### config.mk
export PLATFORM = sky130hd
export DESIGN_NAME = mmio_uart_tx
export DESIGN_NICKNAME = d
export VERILOG_FILES = /design/src/rtl/mmio_uart_tx.sv
export SDC_FILE = /design/constraint.sdc
export NUM_CORES = 1
export LEC_CHECK = 0
export ABC_AREA = 1
export BUFFER_PORTS_ARGS = -buffer_cell sky130_fd_sc_hd__buf_4
export CAP_MARGIN = 10
export CELL_PAD_IN_SITES_DETAIL_PLACEMENT = 0
export CELL_PAD_IN_SITES_GLOBAL_PLACEMENT = 1
export CORE_ASPECT_RATIO = 1.2
export CORE_MARGIN = 1
export CORE_UTILIZATION = 37
export CTS_BUF_LIST = sky130_fd_sc_hd__clkbuf_4 sky130_fd_sc_hd__clkbuf_8
export DETAILED_ROUTE_END_ITERATION = 10
export GPL_ROUTABILITY_DRIVEN = 0
export PLACE_DENSITY_LB_ADDON = 0.05
export RECOVER_POWER = 100
export SLEW_MARGIN = 20
export SYNTH_ARGS = -nofsm -noshare
export SYNTH_HDL_FRONTEND = slang
export SYNTH_SLANG_ARGS = --single-unit
### constraint.sdc
create_clock -name clk -period 3.1 [get_ports clk]
set_clock_uncertainty 0.1 [all_clocks]
set_input_delay 0.155 -clock clk [delete_from_list [all_inputs] [get_ports clk]]
set_output_delay 0.155 -clock clk [all_outputs]
set_load 0.01 [all_outputs]
### src/rtl/mmio_uart_tx.sv
// mmio_uart_tx: memory-mapped UART transmitter with a small transmit FIFO.
//
// Two registers are visible to the core:
//   BASE_ADDR    IO  : write pushes a character; read returns the last accepted one
//   BASE_ADDR+1  CSR : [0] busy, [1] full, [2] empty, [3] overflow (sticky,
//                      write 1 to clear), [8:4] FIFO count
//
// Ports:
//   clk             system clock, rising edge
//   rst             synchronous reset, active low
//   io_addr         register address
//   io_wdata        write data (low DATA_W bits for IO, bit 3 for CSR)
//   io_we           write strobe
//   io_rdata        combinational read data for io_addr
//   io_uart_io_reg  mirror of the IO register
//   io_uart_csr_reg mirror of the CSR register
//   tx              registered serial line, idles high (8N1-style framing)
module mmio_uart_tx #(
  parameter int         DATA_W       = 8,
  parameter int         FIFO_DEPTH   = 4,
  parameter int         CLKS_PER_BIT = 4,
  parameter logic [7:0] BASE_ADDR    = 8'h00
) (
  input  logic        clk,
  input  logic        rst,
  input  logic [7:0]  io_addr,
  input  logic [31:0] io_wdata,
  input  logic        io_we,
  output logic [31:0] io_rdata,
  output logic [31:0] io_uart_io_reg,
  output logic [31:0] io_uart_csr_reg,
  output logic        tx
);

  localparam int PTR_W = (FIFO_DEPTH > 1) ? $clog2(FIFO_DEPTH) : 1;
  localparam int CNT_W = $clog2(FIFO_DEPTH + 1);
  localparam int CLK_W = $clog2(CLKS_PER_BIT);
  localparam int BIT_W = $clog2(DATA_W);

  localparam logic [CNT_W-1:0] DEPTH_C  = CNT_W'(FIFO_DEPTH);
  localparam logic [CLK_W-1:0] CLK_LAST = CLK_W'(CLKS_PER_BIT - 1);
  localparam logic [BIT_W-1:0] BIT_LAST = BIT_W'(DATA_W - 1);
  localparam logic [7:0]       CSR_ADDR = BASE_ADDR + 8'd1;

  typedef enum logic [1:0] {IDLE, START, DATA, STOP} state_t;

  // FIFO storage and control
  logic [DATA_W-1:0] mem [FIFO_DEPTH];
  logic [PTR_W-1:0]  wr_ptr, rd_ptr;
  logic [CNT_W-1:0]  count;
  logic              overflow;
  logic [DATA_W-1:0] last_byte;

  // Serializer
  state_t            state;
  logic [CLK_W-1:0]  clk_cnt;
  logic [BIT_W-1:0]  bit_idx;
  logic [DATA_W-1:0] shreg;
  logic              line;

  logic io_sel, csr_sel, full, empty, busy, pop, push, ovf_set, ovf_clr;

  // Only the character bits and CSR bit 3 carry meaning; the rest are don't-care.
  logic unused_wdata;
  assign unused_wdata = ^io_wdata;

  assign io_sel  = io_we && (io_addr == BASE_ADDR);
  assign csr_sel = io_we && (io_addr == CSR_ADDR);
  assign full    = (count == DEPTH_C);
  assign empty   = (count == '0);
  assign busy    = (state != IDLE);

  // The head is taken either from idle or on the last cycle of a stop bit,
  // which is what makes consecutive frames run back to back.
  assign pop = !empty &&
               ((state == IDLE) || ((state == STOP) && (clk_cnt == CLK_LAST)));

  // A simultaneous pop frees the slot, so a write to a full FIFO is still
  // accepted on that edge.
  assign push    = io_sel && (!full || pop);
  assign ovf_set = io_sel && full && !pop;
  assign ovf_clr = csr_sel && io_wdata[3];

  always_ff @(posedge clk) begin
    if (push) mem[wr_ptr] <= io_wdata[DATA_W-1:0];
  end

  always_ff @(posedge clk) begin
    if (!rst) begin
      wr_ptr    <= '0;
      rd_ptr    <= '0;
      count     <= '0;
      overflow  <= 1'b0;
      last_byte <= '0;
    end else begin
      if (push) begin
        wr_ptr    <= wr_ptr + PTR_W'(1);
        last_byte <= io_wdata[DATA_W-1:0];
      end
      if (pop) rd_ptr <= rd_ptr + PTR_W'(1);
      case ({push, pop})
        2'b10:   count <= count + CNT_W'(1);
        2'b01:   count <= count - CNT_W'(1);
        default: count <= count;
      endcase
      // Clear wins if both ever coincide.
      if (ovf_clr)      overflow <= 1'b0;
      else if (ovf_set) overflow <= 1'b1;
    end
  end

  // Line level implied by the current state; registered into tx, so the
  // serial output trails the state by one cycle.
  always_comb begin
    line = 1'b1;
    case (state)
      START:   line = 1'b0;
      DATA:    line = shreg[0];
      default: line = 1'b1;
    endcase
  end

  always_ff @(posedge clk) begin
    if (!rst) begin
      state   <= IDLE;
      clk_cnt <= '0;
      bit_idx <= '0;
      tx      <= 1'b1;
    end else begin
      tx <= line;
      case (state)
        IDLE: begin
          clk_cnt <= '0;
          bit_idx <= '0;
          if (pop) begin
            state <= START;
            shreg <= mem[rd_ptr];
          end
        end
        START: begin
          if (clk_cnt == CLK_LAST) begin
            clk_cnt <= '0;
            bit_idx <= '0;
            state   <= DATA;
          end else begin
            clk_cnt <= clk_cnt + CLK_W'(1);
          end
        end
        DATA: begin
          if (clk_cnt == CLK_LAST) begin
            clk_cnt <= '0;
            shreg   <= shreg >> 1;
            bit_idx <= bit_idx + BIT_W'(1);
            if (bit_idx == BIT_LAST) begin
              bit_idx <= '0;
              state   <= STOP;
            end
          end else begin
            clk_cnt <= clk_cnt + CLK_W'(1);
          end
        end
        STOP: begin
          if (clk_cnt == CLK_LAST) begin
            clk_cnt <= '0;
            if (pop) begin
              state <= START;
              shreg <= mem[rd_ptr];
            end else begin
              state <= IDLE;
            end
          end else begin
            clk_cnt <= clk_cnt + CLK_W'(1);
          end
        end
        default: state <= IDLE;
      endcase
    end
  end

  assign io_uart_io_reg  = {{(32-DATA_W){1'b0}}, last_byte};
  assign io_uart_csr_reg = {23'd0, 5'(count), overflow, empty, full, busy};

  always_comb begin
    io_rdata = 32'd0;
    if (io_addr == BASE_ADDR)     io_rdata = io_uart_io_reg;
    else if (io_addr == CSR_ADDR) io_rdata = io_uart_csr_reg;
  end

endmodule

# Word-level counts from Yosys, hierarchy flattened
# Memories as Yosys holds them, arrays and structs flattened. A register that Yosys moved wholly into a read port is not among the register bits.
# Index checks and enable logic that the tools add are counted.
dict set report totals {
  reg_bits 32
  latch_bits 0
  ramBits 32
  mem_bits_ro 0
  input_bits 43
  out_inout_bits 97
  wordCells 82
  mem_count 1
}
# memory words word_bits rd rd_ports_with_merged_regs write_ports line
set memory_table {}
lappend memory_table {mem 4 8 1 1 1 48} ;# logic [DATA_W-1:0] mem [FIFO_DEPTH];
dict set report op_classes {
  add_sub_neg 6
  multipliers 0
  div_mod_pow 0
  magnitude_cmp 0
  n_eq_ne 14
  shift 0
  mux 25
  bitwise_logic 1
  reduce_logical 25
}
# operator count
set ops {}
lappend ops {{two-way mux 8 bit} 4}
lappend ops {{one-hot mux 8 bit (3 select lines)} 1}
lappend ops {{two-way mux 2 bit} 8}
lappend ops {{two-way mux 3 bit} 3}
lappend ops {{one-hot mux 3 bit (3 select lines)} 1}
lappend ops {{== test 2 bit, second input constant} 4}
lappend ops {{== test 8 x 1 -> 1 bit, second input constant} 1}
lappend ops {{logical AND 1 bit} 8}
lappend ops {{logical NOT 8 bit} 1}
lappend ops {{inequality test 2 bit, second input constant} 4}
lappend ops {{one-hot mux 2 bit (4 select lines)} 1}
lappend ops {{two-way mux 7 bit} 1}
lappend ops {{adder 2 x 1 -> 2 bit, second input constant} 3}
lappend ops {{adder 3 x 1 -> 3 bit, second input constant} 2}
lappend ops {{== test 3 bit, second input constant} 2}
lappend ops {{one-hot mux 3 bit (2 select lines)} 1}
lappend ops {{nonzero test 3 bit} 2}
lappend ops {{AND reduction 5 bit} 1}
lappend ops {{== test 2 x 1 -> 1 bit, second input constant} 2}
lappend ops {{one-hot mux 2 bit (2 select lines)} 1}
lappend ops {{AND reduction 4 bit} 1}
lappend ops {{nonzero test 2 bit} 2}
lappend ops {{logical NOT 1 bit} 3}
lappend ops {{logical NOT 3 bit} 1}
lappend ops {{other kinds (10)} 13}

# Depth between registers and ports, before layout
# Gate-level depths: netlist (run 1).
dict set report depth {
  ltp_word 8
  depth_mapped 13
  mapped_depth_nobuf 13
}

# Least setup slack after synthesis (run 1)
# No wires, ideal clock.
dict set report synth_path {
  kind {register to register}
  start {register state[0]}
  end {register count[2]}
  setup_ns 0.122
  arrival_time_ns 2.194
  slack_ns 0.684
  stages_incl_launch_ff 14
  n_path_buf 1
  path_cell_list {dfxtp_1 -> inv_1 -> ha_1 -> inv_1 -> nand4_1 -> nand3_2 -> buf_2 -> ha_1 -> inv_1 -> fa_1 -> a21oi_1 -> o21ai_0 -> o21ai_0 -> a21oi_1}
}
dict set report synth_via {
  elab_chain_len 8
  elab_cells_between_ends 11
  classes_between {eq/ne: 3; mux: 1; reduce/logical: 7}
}
# item line
set synth_rtl {}
lappend synth_rtl {{from (decl)} 55} ;# state_t state;
lappend synth_rtl {{from (signal assigned)} 125} ;# state <= IDLE;
lappend synth_rtl {{from (signal assigned)} 136} ;# state <= START;
lappend synth_rtl {{from (signal assigned)} 144} ;# state <= DATA;
lappend synth_rtl {{== test 2 bit} 76} ;# ((state == IDLE) || ((state == STOP) && (clk_cnt == CLK_LAST)));
lappend synth_rtl {{logical AND 1 bit} 76}
lappend synth_rtl {{logical OR 1 bit *} 76}
lappend synth_rtl {{logical AND 1 bit *} 75} ;# assign pop = !empty &&
lappend synth_rtl {{logical OR 1 bit} 80} ;# assign push = io_sel && (!full || pop);
lappend synth_rtl {{logical AND 1 bit} 80}
lappend synth_rtl {{== test 2 x 1 -> 1 bit or == test 2 bit (tied branches)} 101} ;# case ({push, pop})
lappend synth_rtl {{one-hot mux 3 bit (2 select lines) or nonzero test 2 bit (tied branches)} n/a}
lappend synth_rtl {{to (signal assigned)} 102} ;# 2'b10: count <= count + CNT_W'(1);
lappend synth_rtl {{to (signal assigned)} 103} ;# 2'b01: count <= count - CNT_W'(1);
lappend synth_rtl {{to (signal assigned)} 104} ;# default: count <= count;
lappend synth_rtl {{to (decl)} 50} ;# logic [CNT_W-1:0] count;
# Mark *: on every way between the ends. The rest lies on a longest branch, timed or not.
# A chain may end at the register's enable or synchronous reset.

# Final worst setup path (run 1)
dict set report layout_path {
  start {register state[0]}
  end {memory mem[1][0] (enable)}
}
dict set report layout_via {
  elab_chain_len 8
  elab_cells_between_ends 9
  classes_between {eq/ne: 1; mux: 2; reduce/logical: 6}
}
# item line
set layout_rtl {}
lappend layout_rtl {{== test 2 bit} 76}
lappend layout_rtl {{logical AND 1 bit} 76}
lappend layout_rtl {{logical OR 1 bit *} 76}
lappend layout_rtl {{logical AND 1 bit *} 75}
lappend layout_rtl {{logical OR 1 bit *} 80}
lappend layout_rtl {{logical AND 1 bit *} 80}
lappend layout_rtl {{two-way mux 1 bit *} 85} ;# if (push) mem[wr_ptr] <= io_wdata[DATA_W-1:0];
lappend layout_rtl {{two-way mux 1 bit (not written as such) *} 85}
lappend layout_rtl {{to (decl)} 48}
# Marked as above.

==> report_table.html, run 1 <==
<table>
<tr><th>Metric</th><th>Value</th></tr>
<tr><th colspan="2">Status</th></tr>
<tr><td>Run status</td><td>finished clean</td></tr>
<tr><th colspan="2">Clocking</th></tr>
<tr><td>Sink count of the clock tree</td><td>66</td></tr>
<tr><td>CTS Root Cell</td><td>clkbuf_8</td></tr>
<tr><td>Clock buffers created by TritonCTS</td><td>9</td></tr>
<tr><td>Cells resized by post-CTS repair</td><td>0</td></tr>
<tr><td>Post-CTS setup buffer count</td><td>0</td></tr>
<tr><td>Level count of the clock H-tree</td><td>3</td></tr>
<tr><td>TritonCTS clock tree</td><td>done</td></tr>
<tr><td>Buffer levels on the longest clock path</td><td>2</td></tr>
<tr><td>Clock latency reported for the late side of the worst-skew pair</td><td>approximately 0.34 ns</td></tr>
<tr><td>Clock-pin slew of the registers on the worst-case setup and hold paths</td><td>0.07 ns</td></tr>
<tr><th colspan="2">Floorplanning</th></tr>
<tr><td>Floorplan die width</td><td>roughly 90 µm</td></tr>
<tr><td>Die area</td><td>10070 µm²</td></tr>
<tr><td>Die Y</td><td>approximately 110 µm</td></tr>
<tr><td>Ports</td><td>140</td></tr>
<tr><td>Initial Utilization</td><td>0.3878</td></tr>
<tr><td>Site row count</td><td>38</td></tr>
<tr><td>Area of the core region</td><td>between 9000 and 10000 µm²</td></tr>
<tr><th colspan="2">Detailed routing</th></tr>
<tr><td>Routed len/inst</td><td>~12 µm</td></tr>
<tr><td>Antenna-violating nets left</td><td>0</td></tr>
<tr><td>Post-DR vias/cell</td><td>4.149</td></tr>
<tr><td>Final routed DRC violation total</td><td>0</td></tr>
<tr><td>Routed Wire Length</td><td>6.780 mm</td></tr>
<tr><td>Pre-Repair DR Iteration Count</td><td>4</td></tr>
<tr><td>Routed vias</td><td>around 2400</td></tr>
<tr><td>Initial DRC count</td><td>about 70</td></tr>
<tr><th colspan="2">Global routing</th></tr>
<tr><td>Gr usage total</td><td>0.1443</td></tr>
<tr><td>Number of antenna violations at the first check in global routing</td><td>0</td></tr>
<tr><td>Total congestion overflow after global routing</td><td>0</td></tr>
<tr><td>Global-route wire length before repair</td><td>10.49 mm</td></tr>
<tr><td>Number of global-route vias before repair</td><td>2165</td></tr>
<tr><td>Pin count of the biggest net entering global routing</td><td>25</td></tr>
<tr><th colspan="2">Placed design</th></tr>
<tr><td>PortBufs</td><td>42</td></tr>
<tr><td>Placement Setup Slack</td><td>~0.66 ns</td></tr>
<tr><td>HPWL after detailed placement</td><td>slightly below 5 mm</td></tr>
<tr><td>Post-placement cell count</td><td>559</td></tr>
<tr><th colspan="2">Hold path</th></tr>
<tr><td>End of the worst hold path</td><td>overflow</td></tr>
<tr><td>Hold path startpoint</td><td>io_we</td></tr>
<tr><td>Number of instances on the worst hold path</td><td>3</td></tr>
<tr><td>Worst Hold Class</td><td>in -&gt; reg</td></tr>
<tr><th colspan="2">Timing</th></tr>
<tr><td>Hold slack final</td><td>0.03057 ns</td></tr>
<tr><td>Relative slew slack</td><td>0.3539</td></tr>
<tr><td>Total count of hold-check failures in the final report</td><td>0</td></tr>
<tr><td>Setup ws final</td><td>~0.46 ns</td></tr>
<tr><td>Count of endpoints failing setup in the final report</td><td>0</td></tr>
<tr><td>Final Max Tran Viols</td><td>0</td></tr>
<tr><td>Time the worst path needs with I/O delays and setup</td><td>2.639 ns</td></tr>
<tr><td>Fin crit share</td><td>0.8513</td></tr>
<tr><td>RSZ-0062 raised after global routing</td><td>no</td></tr>
<tr><td>Aggregate negative setup slack</td><td>0 ns</td></tr>
<tr><td>Worst Tran Pin Value</td><td>roughly 0.97 ns</td></tr>
<tr><td>Achievable clock frequency</td><td>378.9 MHz</td></tr>
<tr><th colspan="2">Layout</th></tr>
<tr><td>Share of final-layout standard cells stronger than drive strength 1</td><td>0.07127</td></tr>
<tr><td>Total inserted antenna cells</td><td>0</td></tr>
<tr><td>Most common cell after layout, fill and taps aside</td><td>nand2_1</td></tr>
<tr><td>Non-filler cells in the finished layout</td><td>approximately 600</td></tr>
<tr><td>Post-synthesis to final-layout area growth</td><td>6.926%</td></tr>
<tr><td>Net count of the finished layout</td><td>around 520</td></tr>
<tr><td>Top library cells by usage in the layout, fill and taps aside</td><td>nand2_1, conb_1, edfxtp_1</td></tr>
<tr><th colspan="2">Pwr</th></tr>
<tr><td>Power consumption</td><td>about 2.6 mW</td></tr>
<tr><td>Worst ir drop on vdd</td><td>0.3400 mV</td></tr>
<tr><td>Lkg Pwr</td><td>about 1.7 nW</td></tr>
<tr><td>Power density over the cells</td><td>between 600 and 700 nW/µm²</td></tr>
<tr><th colspan="2">Critical path</th></tr>
<tr><td>Reg2Reg Depth</td><td>8</td></tr>
<tr><td>Terminus of the critical flop-to-flop path</td><td>mem[1][0]</td></tr>
<tr><td>CP Launch Type</td><td>register</td></tr>
<tr><td>Worst Path Max Fanout</td><td>24</td></tr>
<tr><td>Maximum single-stage delay on the critical path</td><td>around 0.74 ns</td></tr>
<tr><td>Cell-by-cell trace of the critical path</td><td>inv_1 &gt; ha_1 &gt; inv_1 &gt; nand4_1 &gt; nand3_1 &gt; clkbuf_1 &gt; nor2_1 &gt; clkbuf_1</td></tr>
<tr><td>Data arrival time of the critical path</td><td>2.57 ns</td></tr>
<tr><td>Worst setup EP type</td><td>register</td></tr>
<tr><td>Register-to-register setup slack</td><td>0.46 ns</td></tr>
<tr><td>Master of the slowest instance on the critical path</td><td>clkbuf_1</td></tr>
<tr><td>Source of the worst register-to-register timing path</td><td>state[0]</td></tr>
<tr><td>Sum of buffers and inverters on the critical path</td><td>4</td></tr>
<tr><td>Worst Path Class, Setup</td><td>reg -&gt; reg</td></tr>
<tr><td>Family of cells with the greatest summed delay on the critical path</td><td>buffers and inverters</td></tr>
<tr><td>Worst Path Required</td><td>around 3.0 ns</td></tr>
<tr><th colspan="2">Synthesis</th></tr>
<tr><td>Warnings from Yosys</td><td>0</td></tr>
<tr><td>Number of cells produced by synthesis</td><td>slightly above 400</td></tr>
<tr><td>Sequential share of the synthesized area</td><td>0.4813</td></tr>
<tr><td>Mapped Area</td><td>between 3000 and 4000 µm²</td></tr>
<tr><td>Number of distinct library cells after synthesis</td><td>29</td></tr>
<tr><td>Synthesized area per cell</td><td>approximately 9 µm²</td></tr>
<tr><td>Flops &amp; latches, synth</td><td>66</td></tr>
<tr><th colspan="2">Run</th></tr>
<tr><td>Max_cap viols</td><td>0</td></tr>
</table>
[worst min-delay path: cells and delay by family]
kind / cells / cell delay, ns
AOI/OAI and AO/OA: 1 / 0.06
buffers and inverters: 1 / 0.12
and+or+nand+nor: 1 / 0.09
[what timing repair did]
item,4_1_cts,5_1_grt
hold buffers,8,0
setup endpoints to repair,0,0
hold endpoints to repair,39,0
[Yosys cell counts]
cell      number  area share
conb_1         1      0.0010
buf_6          1      0.0031
and3_1         1      0.0017
or2_2          1      0.0017
buf_4         78        0.16
clkbuf_1       1      0.0010
nand3_2        2      0.0056
nand3_1       24       0.034
inv_1         36       0.038
ha_1          14       0.049
nand4_1        2      0.0035
o21ai_1        4      0.0056
o21ai_0       11       0.015
nor2_1        35       0.037
edfxtp_1      40        0.34
and2_1         1      0.0017
a21oi_1       15       0.021
nor3_1         2      0.0028
nand3b_1       1      0.0021
xor2_1         1      0.0024
o22ai_1        8       0.014
fa_1           1      0.0056
inv_2          2      0.0021
nand2_2        1      0.0017
nand2_1       88       0.092
nor2_4         1      0.0031
nor2_2         1      0.0017
buf_2          6      0.0084
dfxtp_1       26        0.15
[state kept, by name, summed over array words and instances (netlist names), named ones only]
register	cells
bit_idx	3
clk_cnt	2
count	3
last_byte	8
mem	32
overflow	1
rd_ptr	2
shreg	8
state	2
tx	1
wr_ptr	2
[per-layer routing]
metal	GRT usage	vias to the layer above	routed length, µm
li1	-	1260	-
met1	0.1602	1049	2981
met2	0.2390	98	3210
met3	0.04633	12	366
met4	0.09598	0	222
met5	0	-	0
[where the power goes]
group	switching (mW)	total [mW]	internal [mW]
clock network	0.305	0.615	0.310
logic	0.597	0.868	0.271
registers	0.0797	1.16	1.08
[logic make-up (layout without fill, tap and decap cells)]
family          after synthesis  after routing  synth area share
xor+xnor                      1              1          0.002449
flops                        66             66            0.4813
other cells                   1             73          0.001048
fa+ha+maj                    15             15           0.05457
compound gates               38             38           0.05596
simple gates                160            160            0.1885
buf+inv                     124            110            0.2162
[area by class of cell]
type	count	area, µm²
clock buffer	12	146.4
clock inverter	4	18.77
fill	975	5399
inverter	38	142.6
multi-input combinational	287	1333
sequential	66	1722
tap	120	150.1
timing repair buffer	56	312.8
[worst max path at each step]
stage	start	to	slack (ns)	cells after the start
2_1_floorplan	state[0]	count[2]	0.68	13
3_3_place_gp	state[1]	count[2]	0.68	13
3_5_place_dp	state[1]	count[2]	0.66	13
4_1_cts	state[1]	count[2]	0.64	13
5_1_grt	state[0]	mem[1][5]	0.21	8
6_report	state[0]	mem[1][0]	0.46	8
[metrics by stage]
stage | area, µm² | utilization
5_1_grt | 3825 | 0.4147
3_3_place_gp | 3727 | 0.4041
2_1_floorplan | 3847 | -
3_5_place_dp | 3727 | 0.4041
6_report | 3825 | 0.4147
4_1_cts | 3973 | 0.4307
Note: power is estimated with default switching activity, not from simulation.
==> inputs of run 2 (changes only) <==
- ABC_CLOCK_PERIOD_IN_PS: default -> 2600
- MAX_ROUTING_LAYER: default -> met4
- clock period: 3.1 -> 2.6 ns (I/O delays scaled with it)
==> run 2 against run 1 <==
  * Hold slack lost 0.0052 ns
  * First-iteration DRC count grew 49%
  * Routed wire length grew 0.27%
  * Critical path depth grew 4
  * Via count grew 0.29%
  * Critical path type unchanged
  * Largest cell class unchanged
  * Highest routed layer unchanged
==> report_table.html, run 2 (same netlist as run 1, synthesis figures left out) <==
<table>
<tr><th>Metric</th><th>Value</th></tr>
<tr><th colspan="2">Status</th></tr>
<tr><td>Run status</td><td>finished clean</td></tr>
<tr><th colspan="2">Critical path</th></tr>
<tr><td>Worst Path Required</td><td>approximately 2.7 ns</td></tr>
<tr><td>Path length in cells of the critical path</td><td>12</td></tr>
<tr><td>Data arrival time of the critical path</td><td>approximately 2.5 ns</td></tr>
<tr><td>Sum of buffers and inverters on the critical path</td><td>3</td></tr>
<tr><td>Master of the slowest instance on the critical path</td><td>dfxtp_1</td></tr>
<tr><td>Maximum single-stage delay on the critical path</td><td>roughly 0.43 ns</td></tr>
<tr><td>Reg2Reg Depth</td><td>12</td></tr>
<tr><td>Family of cells with the greatest summed delay on the critical path</td><td>adder cells</td></tr>
<tr><td>Worst setup EP type</td><td>register</td></tr>
<tr><td>CP Launch Type</td><td>register</td></tr>
<tr><td>Worst Path Class, Setup</td><td>reg -&gt; reg</td></tr>
<tr><td>Terminus of the critical flop-to-flop path</td><td>count[2]</td></tr>
<tr><td>Source of the worst register-to-register timing path</td><td>state[0]</td></tr>
<tr><td>Cell-by-cell trace of the critical path</td><td>inv_1 &gt; ha_1 &gt; inv_1 &gt; nand4_1 &gt; nand3_2 &gt; ha_1 &gt; inv_1 &gt; fa_1 &gt; a21oi_1 &gt; o21ai_0 &gt; o21ai_1 &gt; a21oi_1</td></tr>
<tr><td>Register-to-register setup slack</td><td>approximately 0.20 ns</td></tr>
<tr><td>Worst Path Max Fanout</td><td>6</td></tr>
<tr><td>Most used cell, CP</td><td>inv_1</td></tr>
<tr><th colspan="2">Hold path</th></tr>
<tr><td>End of the worst hold path</td><td>last_byte[1]</td></tr>
<tr><td>Number of instances on the worst hold path</td><td>3</td></tr>
<tr><td>Worst Hold Class</td><td>in -&gt; reg</td></tr>
<tr><td>Hold path startpoint</td><td>rst</td></tr>
<tr><th colspan="2">Global routing</th></tr>
<tr><td>Number of antenna violations at the first check in global routing</td><td>0</td></tr>
<tr><td>Global-route wire length before repair</td><td>around 11 mm</td></tr>
<tr><td>Gr usage total</td><td>0.1478</td></tr>
<tr><td>Pin count of the biggest net entering global routing</td><td>21</td></tr>
<tr><td>Total congestion overflow after global routing</td><td>0</td></tr>
<tr><td>Number of global-route vias before repair</td><td>about 2200</td></tr>
<tr><th colspan="2">Detailed routing</th></tr>
<tr><td>Routed len/inst</td><td>around 12 µm</td></tr>
<tr><td>Routed vias</td><td>2426</td></tr>
<tr><td>Pre-Repair DR Iteration Count</td><td>7</td></tr>
<tr><td>Initial DRC count</td><td>103</td></tr>
<tr><td>Routed Wire Length</td><td>roughly 6.8 mm</td></tr>
<tr><td>Antenna-violating nets left</td><td>0</td></tr>
<tr><td>Final routed DRC violation total</td><td>0</td></tr>
<tr><td>Post-DR vias/cell</td><td>4.154</td></tr>
<tr><th colspan="2">Floorplanning</th></tr>
<tr><td>Die area</td><td>10070 µm²</td></tr>
<tr><td>Ports</td><td>140</td></tr>
<tr><td>Site row count</td><td>38</td></tr>
<tr><td>Area of the core region</td><td>slightly above 9000 µm²</td></tr>
<tr><td>Die Y</td><td>between 100 and 150 µm</td></tr>
<tr><td>Floorplan die width</td><td>about 92 µm</td></tr>
<tr><td>Initial Utilization</td><td>0.3878</td></tr>
<tr><th colspan="2">Layout</th></tr>
<tr><td>Total inserted antenna cells</td><td>0</td></tr>
<tr><td>Net count of the finished layout</td><td>roughly 520</td></tr>
<tr><td>Largest registers ranked by flip-flop count</td><td>mem: 32 flops, last_byte: 8 flops, shreg: 8 flops</td></tr>
<tr><td>Post-synthesis to final-layout area growth</td><td>7.730%</td></tr>
<tr><td>Top library cells by usage in the layout, fill and taps aside</td><td>nand2_1, conb_1, edfxtp_1</td></tr>
<tr><td>Flip-flop count of the largest register, all copies and words added</td><td>32</td></tr>
<tr><td>Most common cell after layout, fill and taps aside</td><td>nand2_1</td></tr>
<tr><td>Filler cell count</td><td>roughly 940</td></tr>
<tr><td>Top register by number of flip-flops</td><td>mem</td></tr>
<tr><td>Share of final-layout standard cells stronger than drive strength 1</td><td>0.07543</td></tr>
<tr><td>Share of the core filled with cells</td><td>0.4178</td></tr>
<tr><th colspan="2">Clocking</th></tr>
<tr><td>Clock buffers created by TritonCTS</td><td>9</td></tr>
<tr><td>Post-CTS setup buffer count</td><td>0</td></tr>
<tr><td>Clock latency reported for the late side of the worst-skew pair</td><td>0.35 ns</td></tr>
<tr><td>Sink count of the clock tree</td><td>66</td></tr>
<tr><td>Clock-pin slew of the registers on the worst-case setup and hold paths</td><td>0.07 ns</td></tr>
<tr><td>CTS Root Cell</td><td>clkbuf_8</td></tr>
<tr><td>Level count of the clock H-tree</td><td>3</td></tr>
<tr><td>Buffer levels on the longest clock path</td><td>2</td></tr>
<tr><td>TritonCTS clock tree</td><td>done</td></tr>
<tr><th colspan="2">Timing</th></tr>
<tr><td>Time the worst path needs with I/O delays and setup</td><td>between 2 and 2.5 ns</td></tr>
<tr><td>Achievable clock frequency</td><td>about 420 MHz</td></tr>
<tr><td>Aggregate negative setup slack</td><td>0 ns</td></tr>
<tr><td>Worst Tran Pin Value</td><td>around 0.80 ns</td></tr>
<tr><td>RSZ-0062 raised after global routing</td><td>no</td></tr>
<tr><td>Relative slew slack</td><td>0.4691</td></tr>
<tr><td>Final Max Tran Viols</td><td>0</td></tr>
<tr><td>Fin crit share</td><td>0.9224</td></tr>
<tr><td>Count of endpoints failing setup in the final report</td><td>0</td></tr>
<tr><td>Total count of hold-check failures in the final report</td><td>0</td></tr>
<tr><td>Setup ws final</td><td>0.2017 ns</td></tr>
<tr><th colspan="2">Pwr</th></tr>
<tr><td>Power density over the cells</td><td>about 830 nW/µm²</td></tr>
<tr><td>Worst ir drop on vdd</td><td>roughly 0.46 mV</td></tr>
<tr><td>Lkg Pwr</td><td>about 1.7 nW</td></tr>
<tr><td>Power consumption</td><td>approximately 3.2 mW</td></tr>
<tr><th colspan="2">Placed design</th></tr>
<tr><td>HPWL after detailed placement</td><td>about 5.0 mm</td></tr>
<tr><td>PortBufs</td><td>42</td></tr>
<tr><td>Placement Setup Slack</td><td>about 0.18 ns</td></tr>
<tr><th colspan="2">Run</th></tr>
<tr><td>Max_cap viols</td><td>0</td></tr>
</table>
[run 2: cell count changes in the layout (fill, tap and decap cells not counted), moves of 2 or more]
cell and change:
clkinv_2 -2, buf_4 +2, clkbuf_2 -3, nand3_1 -2, nand3_2 +2
[run 2: routing by layer]
metal / GRT usage / part of all wire
met4: 0.06362 / 0.015
met1: 0.1638 / 0.44
met2: 0.2562 / 0.50
met5: - / 0
met3: 0.03527 / 0.052
[run 2: layout make-up]
cell class                 instances  area [µm²]  area share
clock buffer                      13       153.9     0.03994
clock inverter                     3       16.27    0.004221
timing repair buffer              57       326.6     0.08474
inverter                          38       142.6     0.03701
multi-input combinational        287        1343      0.3484
sequential                        66        1722      0.4468
tap                              120       150.1     0.03896
[run 2: tightest hold or removal path, stage by stage]
cell and delay, ns:
buf_4 0.18, nand2_1 0.08, nor2_1 0.03
[run 2: report_power, final]
| group | total [mW] | internal, mW | switching (mW) |
|---|---|---|---|
| Clock | 0.755 | 0.384 | 0.370 |
| Combinational | 1.08 | 0.340 | 0.735 |
| Sequential | 1.37 | 1.29 | 0.0856 |
| Total | 3.20 | 2.01 | 1.19 |
[run 2: stage by stage]
| stage | hold WS (ns) | cells | area [µm²] |
|---|---|---|---|
| finish | 0.02535 | 584 | 3854 |
| global route | 0.01729 | 584 | 3854 |
| CTS | 0.007210 | 584 | 3988 |
| detailed placement | 0.2549 | 559 | 3727 |
| global placement | 0.2435 | 559 | 3727 |
| floorplan | 0.1289 | 477 | 3847 |
[run 2: how the worst max path moves through the flow]
stage | startpoint | endpoint | slack, ns
after floorplan | state[0] | count[2] | 0.18
after global placement | state[0] | count[2] | 0.24
after detailed placement | state[0] | count[2] | 0.18
after CTS | state[0] | count[2] | 0.17
after global routing | state[0] | count[2] | 0.03
final | state[0] | count[2] | 0.20
[run 2: what timing repair did]
action,in CTS,in global routing
gates resized for setup,0,1
hold endpoints to repair,41,0
hold buffers,9,0
setup endpoints to repair,0,1
==> inputs of run 3 (changes only) <==
- PLACE_DENSITY: default -> 0.81
- PLACE_DENSITY_LB_ADDON: 0.05 -> default
==> run 3 against run 2 <==
  * Clock power increased by 5.2%
  * Non-clock buffer count fell by 3
  * First-iteration DRC count grew 7.8%
  * Critical path depth fell by 5
  * Routed wire length fell by 4.2%
  * Combinational power about the same
  * Largest power group unchanged
  * Highest routed layer unchanged
==> report_table.html, run 3 (same netlist as run 1, synthesis figures left out) <==
<table>
<tr><th>Metric</th><th>Value</th></tr>
<tr><th colspan="2">Status</th></tr>
<tr><td>Run status</td><td>finished clean</td></tr>
<tr><th colspan="2">Critical path</th></tr>
<tr><td>Data arrival time of the critical path</td><td>about 2.2 ns</td></tr>
<tr><td>Worst Path Required</td><td>2.47 ns</td></tr>
<tr><td>Worst Path Max Fanout</td><td>24</td></tr>
<tr><td>Cell-by-cell trace of the critical path</td><td>inv_1 &gt; ha_2 &gt; inv_1 &gt; nand4_1 &gt; nand3_2 &gt; buf_4 &gt; nor2_1</td></tr>
<tr><td>Sum of buffers and inverters on the critical path</td><td>3</td></tr>
<tr><td>Family of cells with the greatest summed delay on the critical path</td><td>simple AND/OR/NAND/NOR gates</td></tr>
<tr><td>Worst Path Class, Setup</td><td>reg -&gt; reg</td></tr>
<tr><td>Worst setup EP type</td><td>register</td></tr>
<tr><td>CP Launch Type</td><td>register</td></tr>
<tr><td>Most used cell, CP</td><td>inv_1</td></tr>
<tr><td>Master of the slowest instance on the critical path</td><td>nor2_1</td></tr>
<tr><td>Maximum single-stage delay on the critical path</td><td>roughly 0.66 ns</td></tr>
<tr><th colspan="2">Layout</th></tr>
<tr><td>Flip-flop count of the largest register, all copies and words added</td><td>32</td></tr>
<tr><td>Largest registers ranked by flip-flop count</td><td>mem: 32 flops, last_byte: 8 flops, shreg: 8 flops</td></tr>
<tr><td>Post-synthesis to final-layout area growth</td><td>7.835%</td></tr>
<tr><td>Net count of the finished layout</td><td>~510</td></tr>
<tr><td>Total inserted antenna cells</td><td>0</td></tr>
<tr><td>Share of final-layout standard cells stronger than drive strength 1</td><td>0.07809</td></tr>
<tr><td>Most common cell after layout, fill and taps aside</td><td>nand2_1</td></tr>
<tr><td>Post-route cell area</td><td>3857 µm²</td></tr>
<tr><td>Share of the core filled with cells</td><td>0.4182</td></tr>
<tr><td>Top library cells by usage in the layout, fill and taps aside</td><td>nand2_1, conb_1, edfxtp_1</td></tr>
<tr><td>Top register by number of flip-flops</td><td>mem</td></tr>
<tr><th colspan="2">Global routing</th></tr>
<tr><td>Number of global-route vias before repair</td><td>between 2000 and 2500</td></tr>
<tr><td>Global-route wire length before repair</td><td>approximately 11 mm</td></tr>
<tr><td>Pin count of the biggest net entering global routing</td><td>25</td></tr>
<tr><td>Total congestion overflow after global routing</td><td>0</td></tr>
<tr><td>Gr usage total</td><td>0.1433</td></tr>
<tr><td>Number of antenna violations at the first check in global routing</td><td>0</td></tr>
<tr><th colspan="2">Clocking</th></tr>
<tr><td>Sink count of the clock tree</td><td>66</td></tr>
<tr><td>Level count of the clock H-tree</td><td>3</td></tr>
<tr><td>Clock latency reported for the late side of the worst-skew pair</td><td>0.34 ns</td></tr>
<tr><td>CTS Root Cell</td><td>clkbuf_8</td></tr>
<tr><td>TritonCTS clock tree</td><td>done</td></tr>
<tr><td>Clock-pin slew of the registers on the worst-case setup and hold paths</td><td>around 0.080 ns</td></tr>
<tr><td>Clock buffers created by TritonCTS</td><td>9</td></tr>
<tr><td>Buffer levels on the longest clock path</td><td>2</td></tr>
<tr><th colspan="2">Detailed routing</th></tr>
<tr><td>Routed len/inst</td><td>around 11 µm</td></tr>
<tr><td>Routed Wire Length</td><td>about 6.5 mm</td></tr>
<tr><td>Initial DRC count</td><td>about 110</td></tr>
<tr><td>Post-DR vias/cell</td><td>4.277</td></tr>
<tr><td>Pre-Repair DR Iteration Count</td><td>4</td></tr>
<tr><td>Antenna-violating nets left</td><td>0</td></tr>
<tr><td>Final routed DRC violation total</td><td>0</td></tr>
<tr><td>Routed vias</td><td>between 2000 and 2500</td></tr>
<tr><th colspan="2">Pwr</th></tr>
<tr><td>Worst ir drop on vdd</td><td>between 0.3 and 0.4 mV</td></tr>
<tr><td>Power density over the cells</td><td>between 800 and 900 nW/µm²</td></tr>
<tr><td>Lkg Pwr</td><td>about 1.7 nW</td></tr>
<tr><th colspan="2">Floorplanning</th></tr>
<tr><td>Initial Utilization</td><td>0.3878</td></tr>
<tr><td>Area of the core region</td><td>just over 9000 µm²</td></tr>
<tr><td>Die Y</td><td>109.7 µm</td></tr>
<tr><td>Site row count</td><td>38</td></tr>
<tr><td>Die area</td><td>10070 µm²</td></tr>
<tr><td>Floorplan die width</td><td>a little over 90 µm</td></tr>
<tr><td>Ports</td><td>between 100 and 150</td></tr>
<tr><th colspan="2">Hold path</th></tr>
<tr><td>Worst Hold Class</td><td>in -&gt; reg</td></tr>
<tr><th colspan="2">Run</th></tr>
<tr><td>Max_cap viols</td><td>0</td></tr>
<tr><th colspan="2">Placed design</th></tr>
<tr><td>HPWL after detailed placement</td><td>4.906 mm</td></tr>
<tr><td>PortBufs</td><td>42</td></tr>
<tr><td>Post-detailed-placement cell area</td><td>3705 µm²</td></tr>
<tr><th colspan="2">Timing</th></tr>
<tr><td>Worst Tran Pin Value</td><td>about 0.84 ns</td></tr>
<tr><td>Aggregate negative setup slack</td><td>0 ns</td></tr>
<tr><td>Final Max Tran Viols</td><td>0</td></tr>
<tr><td>Time the worst path needs with I/O delays and setup</td><td>2.364 ns</td></tr>
<tr><td>Relative slew slack</td><td>0.4392</td></tr>
<tr><td>Achievable clock frequency</td><td>about 420 MHz</td></tr>
<tr><td>Count of endpoints failing setup in the final report</td><td>0</td></tr>
<tr><td>Fin crit share</td><td>0.9092</td></tr>
<tr><td>RSZ-0062 raised after global routing</td><td>no</td></tr>
<tr><td>Total count of hold-check failures in the final report</td><td>0</td></tr>
</table>
run 3: layout make-up:
cell class,instances,area (µm²)
Clock buffer,10,137.6
Timing Repair Buffer,54,311.5
Inverter,38,142.6
Tap cell,120,150.1
Fill cell,974,5366
Sequential cell,66,1722
Clock inverter,6,48.80
Multi-Input combinational cell,287,1345
run 3: report_power, final:
group / switching, mW / internal, mW
logic: 0.710 / 0.339
registers: 0.0921 / 1.29
clock network: 0.412 / 0.382
total: 1.21 / 2.01
run 3: worst paths after layout:
path	start	slack, ns	cells past startpoint	end
min	rst	0.03	3	last_byte[2]
max	state[0]	0.24	7	mem[3][0]
min reg2reg	clk_cnt[0]	0.32	1	clk_cnt[0]
max reg2reg	state[0]	0.24	7	mem[3][0]
run 3: through the flow:
step	setup WS, ns	hold WS, ns	power (mW)	std cells
after floorplan	0.1844	0.1289	2.284	477
after global placement	0.2567	0.2460	2.477	556
after detailed placement	0.2460	0.2483	2.513	556
after CTS	0.2108	0.01371	3.318	581
after global routing	0.01671	0.02445	3.476	581
final	0.2361	0.03444	3.222	581
run 3: routing by layer:
layer | share of wire | GRT usage | up-vias | routed length (µm)
met2 | 0.54 | 0.2615 | 106 | 3512
li1 | - | - | 1258 | -
met5 | 0 | - | - | 0
met3 | 0.046 | 0.02905 | 7 | 299
met4 | 0.015 | 0.06027 | 0 | 98
met1 | 0.40 | 0.1518 | 1114 | 2603
run 3: tightest hold or removal path: stages:
cell and delay, ns:
buf_4 0.19, nand2_1 0.08, nor2_1 0.03
run 3: timing repair:
item | in CTS | in global routing
buffers inserted | 0 | 0
hold buffers | 9 | 0
gates resized for setup | 0 | 1
endpoints found under the setup margin | 0 | 1
endpoints found under the hold margin | 41 | 0
